==> src/rtl/gft_pkg.sv <==
// ============================================================================
// Module : gft_pkg
// Brief  : Shared FSM encoding, default frame bytes and frame-length helper
//          for goertzel_frame_tx. GFT_CHECKSUM_EN adds a checksum byte.
// Rev    : 1.0
// ============================================================================
`default_nettype none

package gft_pkg;

  typedef enum logic [1:0] {
    ST_IDLE     = 2'd0,
    ST_LOAD     = 2'd1,
    ST_WAIT_ACK = 2'd2,
    ST_NEXT     = 2'd3
  } gft_state_t;

  localparam logic [7:0] c_sync_byte_default = 8'hA5;
  localparam logic [7:0] c_term_byte_default = 8'h0A;

  function automatic int gft_frame_len(input int num_bins);
`ifdef GFT_CHECKSUM_EN
    return 4 + 2 * num_bins;
`else
    return 3 + 2 * num_bins;
`endif
  endfunction

endpackage

`default_nettype wire

==> src/rtl/gft_byte_mux.sv <==
// ============================================================================
// Module : gft_byte_mux
// Brief  : Combinational frame-layout selector: byte[idx] of the current frame.
//          GFT_CHECKSUM_EN adds the checksum input placed before TERM_BYTE.
// Rev    : 1.0
// ============================================================================
`default_nettype none

module gft_byte_mux
  import gft_pkg::*;
#(
  parameter int         NUM_BINS  = 2,
  parameter int         MAG_W     = 16,
  parameter logic [7:0] SYNC_BYTE = c_sync_byte_default,
  parameter logic [7:0] TERM_BYTE = c_term_byte_default,
  parameter int         IDX_W     = 3
) (
  input  logic [IDX_W-1:0]          idx_i,
  input  logic [NUM_BINS*MAG_W-1:0] mag_i,
  input  logic [4:0]                run_i,
`ifdef GFT_CHECKSUM_EN
  input  logic [7:0]                csum_i,
`endif
  output logic [7:0]                byte_o
);

`ifdef GFT_CHECKSUM_EN
  localparam int FL = gft_frame_len(NUM_BINS);
`endif

  always_comb begin
    byte_o = TERM_BYTE;
    if (idx_i == '0) begin
      byte_o = SYNC_BYTE;
    end else if (idx_i == IDX_W'(1)) begin
      byte_o = {3'b000, run_i};
    end else begin
      // Bin b occupies indices 2+2b (MSB) and 3+2b (LSB).
      for (int b = 0; b < NUM_BINS; b++) begin
        if (idx_i == IDX_W'(2 + 2 * b)) byte_o = mag_i[b*MAG_W + MAG_W - 8 +: 8];
        if (idx_i == IDX_W'(3 + 2 * b)) byte_o = mag_i[b*MAG_W +: 8];
      end
`ifdef GFT_CHECKSUM_EN
      if (idx_i == IDX_W'(FL - 2)) byte_o = csum_i;
`endif
    end
  end

endmodule

`default_nettype wire

==> src/rtl/goertzel_frame_tx.sv <==
// ============================================================================
// Module : goertzel_frame_tx
// Brief  : Captures Goertzel magnitudes on g_ready and streams them as a byte
//          frame over the UART load handshake. GFT_CHECKSUM_EN adds a checksum.
// Rev    : 1.0
// ============================================================================
`default_nettype none

module goertzel_frame_tx
  import gft_pkg::*;
#(
  parameter int          NUM_BINS    = 2,
  parameter int          MAG_W       = 16,
  parameter logic [7:0]  SYNC_BYTE   = c_sync_byte_default,
  parameter logic [7:0]  TERM_BYTE   = c_term_byte_default,
  parameter logic [31:0] RUN_MASK    = 32'hFFFF_FFFF,
  parameter int          ACK_TIMEOUT = 4
) (
  input  logic                      sys_clk,
  input  logic                      rst_n,
  input  logic                      en,
  input  logic                      g_ready,
  input  logic [NUM_BINS*MAG_W-1:0] g_mag,
  input  logic [4:0]                run_idx,
  output logic [7:0]                tx_data,
  output logic                      tx_load,
  input  logic                      tx_load_okay,
  output logic                      busy,
  output logic [7:0]                drop_cnt
);

  localparam int FL    = gft_frame_len(NUM_BINS);
  localparam int IDX_W = (FL > 2) ? $clog2(FL) : 1;
  localparam int TMR_W = (ACK_TIMEOUT > 1) ? $clog2(ACK_TIMEOUT) : 1;

  gft_state_t                state_q;
  logic [IDX_W-1:0]          idx_q;
  logic [TMR_W-1:0]          tmr_q;
  logic [NUM_BINS*MAG_W-1:0] shd_mag_q;
  logic [4:0]                shd_run_q;
  logic [NUM_BINS*MAG_W-1:0] pend_mag_q;
  logic [4:0]                pend_run_q;
  logic                      pend_v_q;
  logic [7:0]                tx_data_q;
  logic                      tx_load_q;
  logic                      busy_q;
  logic [7:0]                drop_cnt_q;
  logic [7:0]                drop_cnt_d;
  logic                      capture_w;
  logic [7:0]                byte_w;
`ifdef GFT_CHECKSUM_EN
  logic [7:0]                csum_q;
`endif

  assign capture_w = g_ready && en && RUN_MASK[run_idx];

  // A capture landing on a valid pending slot is an overwrite, at any state.
  always_comb begin
    drop_cnt_d = drop_cnt_q;
    if (capture_w && pend_v_q && (drop_cnt_q != 8'hFF)) drop_cnt_d = drop_cnt_q + 8'd1;
  end

  gft_byte_mux #(
    .NUM_BINS  (NUM_BINS),
    .MAG_W     (MAG_W),
    .SYNC_BYTE (SYNC_BYTE),
    .TERM_BYTE (TERM_BYTE),
    .IDX_W     (IDX_W)
  ) u_byte_mux (
    .idx_i  (idx_q),
    .mag_i  (shd_mag_q),
    .run_i  (shd_run_q),
`ifdef GFT_CHECKSUM_EN
    .csum_i (csum_q),
`endif
    .byte_o (byte_w)
  );

  always_ff @(posedge sys_clk) begin
    if (!rst_n) begin
      state_q    <= ST_IDLE;
      idx_q      <= '0;
      tmr_q      <= '0;
      shd_mag_q  <= '0;
      shd_run_q  <= '0;
      pend_mag_q <= '0;
      pend_run_q <= '0;
      pend_v_q   <= 1'b0;
      tx_data_q  <= 8'h00;
      tx_load_q  <= 1'b0;
      busy_q     <= 1'b0;
      drop_cnt_q <= 8'h00;
`ifdef GFT_CHECKSUM_EN
      csum_q     <= 8'h00;
`endif
    end else begin
      tx_load_q  <= 1'b0;
      drop_cnt_q <= drop_cnt_d;
      if (capture_w && (state_q != ST_IDLE)) begin
        pend_mag_q <= g_mag;
        pend_run_q <= run_idx;
        pend_v_q   <= 1'b1;
      end
      case (state_q)
        ST_IDLE: begin
          if (capture_w) begin
            shd_mag_q <= g_mag;
            shd_run_q <= run_idx;
            idx_q     <= '0;
            busy_q    <= 1'b1;
            state_q   <= ST_LOAD;
`ifdef GFT_CHECKSUM_EN
            csum_q    <= 8'h00;
`endif
          end
        end
        ST_LOAD: begin
          if (tx_load_okay) begin
            tx_data_q <= byte_w;
            tx_load_q <= 1'b1;
            tmr_q     <= '0;
            state_q   <= ST_WAIT_ACK;
`ifdef GFT_CHECKSUM_EN
            if ((idx_q != '0) && (idx_q < IDX_W'(FL - 2))) csum_q <= csum_q + byte_w;
`endif
          end
        end
        ST_WAIT_ACK: begin
          if (!tx_load_okay || (tmr_q == TMR_W'(ACK_TIMEOUT - 1))) state_q <= ST_NEXT;
          else tmr_q <= tmr_q + 1'b1;
        end
        ST_NEXT: begin
          if (idx_q == IDX_W'(FL - 1)) begin
            // A capture this very cycle wins the promotion so it is never lost.
            if (capture_w || pend_v_q) begin
              shd_mag_q <= capture_w ? g_mag : pend_mag_q;
              shd_run_q <= capture_w ? run_idx : pend_run_q;
              pend_v_q  <= 1'b0;
              idx_q     <= '0;
              state_q   <= ST_LOAD;
`ifdef GFT_CHECKSUM_EN
              csum_q    <= 8'h00;
`endif
            end else begin
              busy_q  <= 1'b0;
              state_q <= ST_IDLE;
            end
          end else begin
            idx_q   <= idx_q + 1'b1;
            state_q <= ST_LOAD;
          end
        end
        default: state_q <= ST_IDLE;
      endcase
    end
  end

  assign tx_data  = tx_data_q;
  assign tx_load  = tx_load_q;
  assign busy     = busy_q;
  assign drop_cnt = drop_cnt_q;

endmodule

`default_nettype wire

==> config.mk <==
export PLATFORM = sky130hd
export DESIGN_NAME = goertzel_frame_tx
export DESIGN_NICKNAME = d
export VERILOG_FILES = /design/src/rtl/gft_pkg.sv /design/src/rtl/gft_byte_mux.sv /design/src/rtl/goertzel_frame_tx.sv
export SDC_FILE = /design/constraint.sdc
export NUM_CORES = 1
export LEC_CHECK = 0
export BUFFER_PORTS_ARGS = -buffer_cell sky130_fd_sc_hd__buf_4
export CELL_PAD_IN_SITES_DETAIL_PLACEMENT = 2
export CELL_PAD_IN_SITES_GLOBAL_PLACEMENT = 2
export CORE_MARGIN = 4
export CORE_UTILIZATION = 24
export CTS_BUF_LIST = sky130_fd_sc_hd__clkbuf_8
export DETAILED_ROUTE_END_ITERATION = 6
export GPL_TIMING_DRIVEN = 1
export HOLD_SLACK_MARGIN = 0.03
export PLACE_DENSITY = 0.65
export SYNTH_ARGS = -nofsm -noshare
export SYNTH_HDL_FRONTEND = slang
export SYNTH_SLANG_ARGS = --single-unit
export TNS_END_PERCENT = 10
==> constraint.sdc <==
create_clock -name sys_clk -period 5.6 [get_ports sys_clk]
set_clock_uncertainty 0.2 [all_clocks]
set_input_delay 1.12 -clock sys_clk [delete_from_list [all_inputs] [get_ports sys_clk]]
set_output_delay 1.12 -clock sys_clk [all_outputs]
set_load 0.005 [all_outputs]
After elaboration in Yosys (flattened, before gate mapping)
Memory sizes are Yosys's and may differ from the RTL's.
Index checks and enable logic that the tools add are counted.
{"block": "totals", "register_bits": 100, "latchBits": 0, "ram_bits": 0, "mem_bits_ro": 32, "input_bits": 42, "out_inout_bits": 18, "wordCells": 95, "n_memories": 1}
{"block": "classes", "n_addsub": 3, "multipliers": 0, "div": 0, "n_lt_le_gt_ge": 1, "n_eq_ne": 19, "shift": 0, "mux": 39, "bitwise": 0, "reduce_logical": 20}
{"memory": "(name not given)", "words": 32, "word_bits": 1, "rd": 1, "rd_clocked_by_memory_dff": 0, "write_ports": 0, "line_no": "goertzel_frame_tx.sv:55", "rtl": "assign capture_w = g_ready && en && RUN_MASK[run_idx];"}
{"operator": "$mux 32", "count": 4}
{"operator": "$pmux 32 s2", "count": 1}
{"operator": "$mux 8", "count": 6}
{"operator": "$mux 5", "count": 4}
{"operator": "$ne 2x2->1 const B", "count": 7}
{"operator": "$mux 2", "count": 6}
{"operator": "$mux 1", "count": 10}
{"operator": "$pmux 5 s2", "count": 1}
{"operator": "$eq 3x3->1 const B", "count": 3}
{"operator": "$mux 3", "count": 3}
{"operator": "$reduce_and 3->1", "count": 3}
{"operator": "$add 8x1->8 const B", "count": 1}
{"operator": "$ne 8x8->1 const B", "count": 1}
{"operator": "$pmux 2 s4", "count": 1}
{"operator": "$reduce_and 4->1", "count": 2}
{"operator": "$eq 2x2->1 const B", "count": 3}
{"operator": "$eq 3x2->1 const B", "count": 2}
{"operator": "$lt 5x6->1 const B", "count": 1}
{"operator": "$pmux 3 s2", "count": 1}
{"operator": "$reduce_bool 2->1", "count": 3}
{"operator": "$logic_and 1x1->1", "count": 5}
{"operator": "$pmux 2 s2", "count": 1}
{"operator": "$reduce_and 2->1", "count": 2}
{"operator": "$add 3x1->3 const B", "count": 1}
{"operator": "9 further kinds", "count": 10}

Logic depth before layout (Yosys ltp)
{"block": "depth", "word_depth": 8, "depth_mapped": 9, "mapped_depth_nobuf": 7}

By module
From an unflattened synthesis, not the netlist that was laid out.
{"block": "hier_totals", "cells_unflattened": 530, "hier_area_um2": 4705.8}
{"mod": "goertzel_frame_tx", "n_inst": 1, "cells_each": 480, "area_each_um2": 4329.2, "seq_area_each_um2": 2001.9}
{"mod": "gft_byte_mux", "n_inst": 1, "cells_each": 50, "area_each_um2": 376.6, "seq_area_each_um2": 0.0}

Least setup slack after synthesis
OpenSTA, ideal clock, no wires.
{"block": "synth_timing", "path_kind": "input port to flip-flop", "start": "in g_ready", "end": "reg shd_mag_q[10]", "setup_ps": 146, "arrival_time_ps": 2053, "required_ps": 5254, "setup_slack_ps": 3201, "cell_stages": 6, "n_path_buf": 2, "path_cell_list": "nand2_2 and2_1 buf_6 clkbuf_4 mux2i_1 a211oi_2"}
{"block": "synth_between", "elab_chain_len": 6, "elab_cells_between_ends": 10, "classes_between": "eq/ne (2); mux (4); reduce/logical (4)"}
{"element": "from (decl)", "line_no": "goertzel_frame_tx.sv:22", "rtl": "input logic g_ready,"}
{"element": "$logic_and 1x1->1 (*) (2 in a row)", "line_no": "goertzel_frame_tx.sv:55"}
{"element": "$mux 32", "line_no": "goertzel_frame_tx.sv:136", "rtl": "shd_mag_q <= capture_w ? g_mag : pend_mag_q;"}
{"element": "$mux 32", "line_no": "goertzel_frame_tx.sv:135", "rtl": "if (capture_w || pend_v_q) begin"}
{"element": "$mux 32", "line_no": "goertzel_frame_tx.sv:133", "rtl": "if (idx_q == IDX_W'(FL - 1)) begin"}
{"element": "$pmux 32 s2", "line_no": "goertzel_frame_tx.sv:104", "rtl": "case (state_q)"}
{"element": "to (signal assigned)", "line_no": "goertzel_frame_tx.sv:107", "rtl": "shd_mag_q <= g_mag;"}
{"element": "to (signal assigned)", "line_no": "goertzel_frame_tx.sv:136"}
{"element": "to (decl)", "line_no": "goertzel_frame_tx.sv:39", "rtl": "logic [NUM_BINS*MAG_W-1:0] shd_mag_q;"}
Every way passes the cells marked *; elsewhere a longest branch is shown, timed or not. The select of a mux whose other input is x is not followed.
A chain may end at the register's enable or synchronous reset.

Final worst setup path
{"block": "layout_timing", "start": "reg state_q[1]", "end": "reg shd_run_q[0]"}
{"block": "layout_between", "elab_chain_len": 3, "elab_cells_between_ends": 8, "classes_between": "eq/ne (4); mux (1); reduce/logical (3)"}
{"element": "from (decl)", "line_no": "goertzel_frame_tx.sv:36", "rtl": "gft_state_t state_q;"}
{"element": "from (signal assigned)", "line_no": "goertzel_frame_tx.sv:81", "rtl": "state_q <= ST_IDLE;"}
{"element": "from (signal assigned)", "line_no": "goertzel_frame_tx.sv:111", "rtl": "state_q <= ST_LOAD;"}
{"element": "from (signal assigned)", "line_no": "goertzel_frame_tx.sv:122", "rtl": "state_q <= ST_WAIT_ACK;"}
{"element": "$eq 2x2->1 or $logic_not 2->1 (tied branches)", "line_no": "goertzel_frame_tx.sv:104"}
{"element": "$ne 2x2->1 (no source line) or $reduce_bool 2->1 (tied branches)"}
{"element": "$reduce_and 4->1 (no source line)"}
{"element": "to (signal assigned)", "line_no": "goertzel_frame_tx.sv:108", "rtl": "shd_run_q <= run_idx;"}
{"element": "to (signal assigned)", "line_no": "goertzel_frame_tx.sv:137", "rtl": "shd_run_q <= capture_w ? run_idx : pend_run_q;"}
{"element": "to (decl)", "line_no": "goertzel_frame_tx.sv:40", "rtl": "logic [4:0] shd_run_q;"}
Several ways; a longest one is shown, not always the timed one.

==> metrics.txt <==
category of the worst setup path capture point flip-flop; worst setup margin 2.414 ns; Core ar. 19720 sq um; top post-synthesis cells by area sky130_fd_sc_hd__dfxtp_1, sky130_fd_sc_hd__mux2i_1, sky130_fd_sc_hd__a211oi_2, sky130_fd_sc_hd__nand2_1, sky130_fd_sc_hd__a21oi_1; effective utilization at floorplan 24.72%; Cell Rows 51; total of max-cap violations 0; cts hold-fix bufs 0; number of flops mapped to enable cells by yosys 0; routed via count 4151; clock transition time at the flip-flop clock pins of the worst setup and hold paths 0.09 ns; portion of synthesized cell area occupied by the leading cell type 41.07%; beginning of the critical path state_q[1]$_SDFFE_PN0P_; setup TNS after final layout 0 ns; Final Hold Violating Endpoints 0; hold slack 0.2604 ns; maximum number of pins on one net before global-route repair 57; summed instance area of the synthesized netlist 4875 sq um; first-pass GRT wire length 24.44 mm; clock buffer count from CTS 9; Final Instance Count excl. Fillers 846; post-route total power 1902 uW; mean area per synthesized cell 8.912 sq um; number of antenna violations at the first check in global routing 0; async set or reset register ratio after synthesis 0%; number of failing setup endpoints in the final timing report 0; number of gates resized after CTS 0; number of pins with negative max-slew slack in the final report 0; number of standard cells after synthesis 547; Hold WC Path Type flip-flop to flip-flop; worst setup path endpoint shd_run_q[0]$_SDFFE_PN0P_; Post-DRT Antenna Nets 0; aggregate global routing overflow 0; YS warnings 0; power density normalized to cell area 338.5 nW/um^2; final critical-path required period 3.186 ns; number of buffers between clock root and the deepest sink 2; P&R area growth vs syn 15.25%; status completed; CTS Sinks 100; final wirelength 15.00 mm; type of the worst setup path flip-flop to flip-flop; clock tree from TritonCTS built; Inserted Diodes 0; detailed placer's ending HPWL 10.34 mm; largest voltage drop on the vdd net 110.8 uV; die area 22650 sq um; count of routing violations after the opening detailed-route iteration 187; CTS root buf sky130_fd_sc_hd__clkbuf_8; CTS H-tree depth 3; fraction of the yosys area taken by sequential cells 41.07%; kind of start point of the critical path flip-flop; Port-buffer cells 59; net count of the mapped netlist 597; maximum clock rate 313.9 MHz; post-CTS setup-driven buffer insertion count 0; routability congestion estimate from global placement 0.7778; peak per-stage delay on the critical path 0.90 ns; total leakage power 0.001862 uW; Final Cycle Share 56.89%; predominant post-synthesis flop cell sky130_fd_sc_hd__dfxtp_1; Worst R2R Start state_q[1]$_SDFFE_PN0P_; library cell with the largest summed area after synthesis sky130_fd_sc_hd__dfxtp_1; relative slew slack 17.50%; instance count after placement with tap cells included 832; CP Data Arrival Time 3.19 ns; post-route DRC violation count 0; die height 150.5 um; number of top-level pins 60; vias in the first global route 4580; setup repair after global routing missed its margin false; Worst-Margin Slew 1.238 ns; Initial DRT Pass Iterations 4; slowest stage cell on the critical path sky130_fd_sc_hd__or2_2; synthesis-stage register bit count 100; Worst Path Required 5.61 ns; reg-to-reg setup timing slack 2.41 ns; average vias per placed instance 4.907; ordered list of cells on the worst path ha_1 -> and4b_1 -> a21boi_4 -> buf_4 -> or2_2 -> a211oi_1; clock insertion delay at the later pin of the skew report 0.39 ns; Die W 150.5 um; Netlist cell types 58; fraction of layout instances using a drive strength above 1 20.65%; GRT Total Usage 13.73%; count of nets after finishing 628; RR Endpoint shd_run_q[0]$_SDFFE_PN0P_; post-placement setup slack 2.117 ns; Crit Path Max Fanout 38; R2R depth 6; Avg WL per Cell 17.73 um
[cell usage after synthesis, types with 7 or more instances]
| library cell | count |
|---|---|
| sky130_fd_sc_hd__inv_1 | 7 |
| sky130_fd_sc_hd__a211oi_2 | 30 |
| sky130_fd_sc_hd__a21oi_1 | 57 |
| sky130_fd_sc_hd__nand3_1 | 12 |
| sky130_fd_sc_hd__o21ai_0 | 20 |
| sky130_fd_sc_hd__nor3_1 | 40 |
| sky130_fd_sc_hd__clkbuf_1 | 15 |
| sky130_fd_sc_hd__nand2_1 | 91 |
| sky130_fd_sc_hd__a211oi_1 | 10 |
| sky130_fd_sc_hd__ha_1 | 8 |
| sky130_fd_sc_hd__buf_2 | 11 |
| sky130_fd_sc_hd__dfxtp_1 | 100 |
| sky130_fd_sc_hd__mux2i_1 | 39 |
| sky130_fd_sc_hd__nor2b_1 | 7 |
| sky130_fd_sc_hd__nor2_1 | 16 |
[registers in the layout, summed over array words and instances (netlist names)]
signal	cells
pend_v_q	1
drop_cnt	8
busy	1
idx_q	3
shd_mag_q	32
pend_run_q	5
tx_data	8
tx_load	1
state_q	2
pend_mag_q	32
tmr_q	2
shd_run_q	5
[worst min path at each step]
stage	end	slack, ns	cells past startpoint	startpoint
after global routing	pend_mag_q[26]$_SDFFE_PN0P_	0.29	2	pend_mag_q[26]$_SDFFE_PN0P_
final	pend_mag_q[25]$_SDFFE_PN0P_	0.26	2	pend_mag_q[25]$_SDFFE_PN0P_
after global placement	pend_mag_q[4]$_SDFFE_PN0P_	0.24	2	pend_mag_q[4]$_SDFFE_PN0P_
after CTS	pend_mag_q[1]$_SDFFE_PN0P_	0.26	2	pend_mag_q[1]$_SDFFE_PN0P_
after detailed placement	pend_mag_q[1]$_SDFFE_PN0P_	0.25	2	pend_mag_q[1]$_SDFFE_PN0P_
after floorplan	pend_mag_q[0]$_SDFFE_PN0P_	0.24	2	pend_mag_q[0]$_SDFFE_PN0P_
[metrics by stage]
step / util, % / cell area (sq um)
2_1_floorplan: - / 4875
3_3_place_gp: 27.45 / 5413
3_5_place_dp: 27.45 / 5413
4_1_cts: 28.49 / 5618
5_1_grt: 28.49 / 5618
6_report: 28.49 / 5618
[critical path, delay by kind of cell (launching register included)]
kind	cells	cell delay, ns
fa+ha+maj	1	0.41
simple gates	2	1.20
buf+inv	1	0.37
compound gates	2	0.36
flops	1	0.42
[per-layer routing]
layer,share of wire (%),vias to the layer above,GRT usage [%]
met5,0,-,0
met4,1.5,0,4.529
met3,2.3,14,2.047
met2,48,47,23.03
met1,49,2074,18.09
li1,-,2016,-
[logic make-up (layout without fill, tap and decap cells)]
logic type	after synthesis	count (layout)	share of synthesized area, %
simple gates	196	196	18.97
compound gates	150	150	23.10
fa+ha+maj	8	8	2.053
mux	39	39	8.008
flops	100	100	41.07
buf+inv	52	86	6.442
xor+xnor	2	2	0.3594
[cell usage in the layout (no fill, tap or decap), drive strengths merged, types with 10 or more instances in the layout]
cell type and count:
a21oi 57, nand3 13, clkbuf 10, a211oi 40, nor2 16, nand2 92
inv 10, dfxtp 100, nor3 40, o21ai 21, mux2i 39, buf 64
[where the power goes]
part,total [uW],switching [uW],internal [uW]
sequential,887,74.4,812
clock,513,257,256
combinational,502,293,208
total,1900,625,1280
[cell type report]
class	count	area [sq um]
well taps	265	331.6
clock inverters	4	67.56
repair buffers	64	480.5
clock buffers	10	137.6
fillers	2256	14100
inverters	8	30.03
multi-input cells	395	2569
flip-flops and latches	100	2002
No activity file was read; power rests on OpenSTA's default activity.
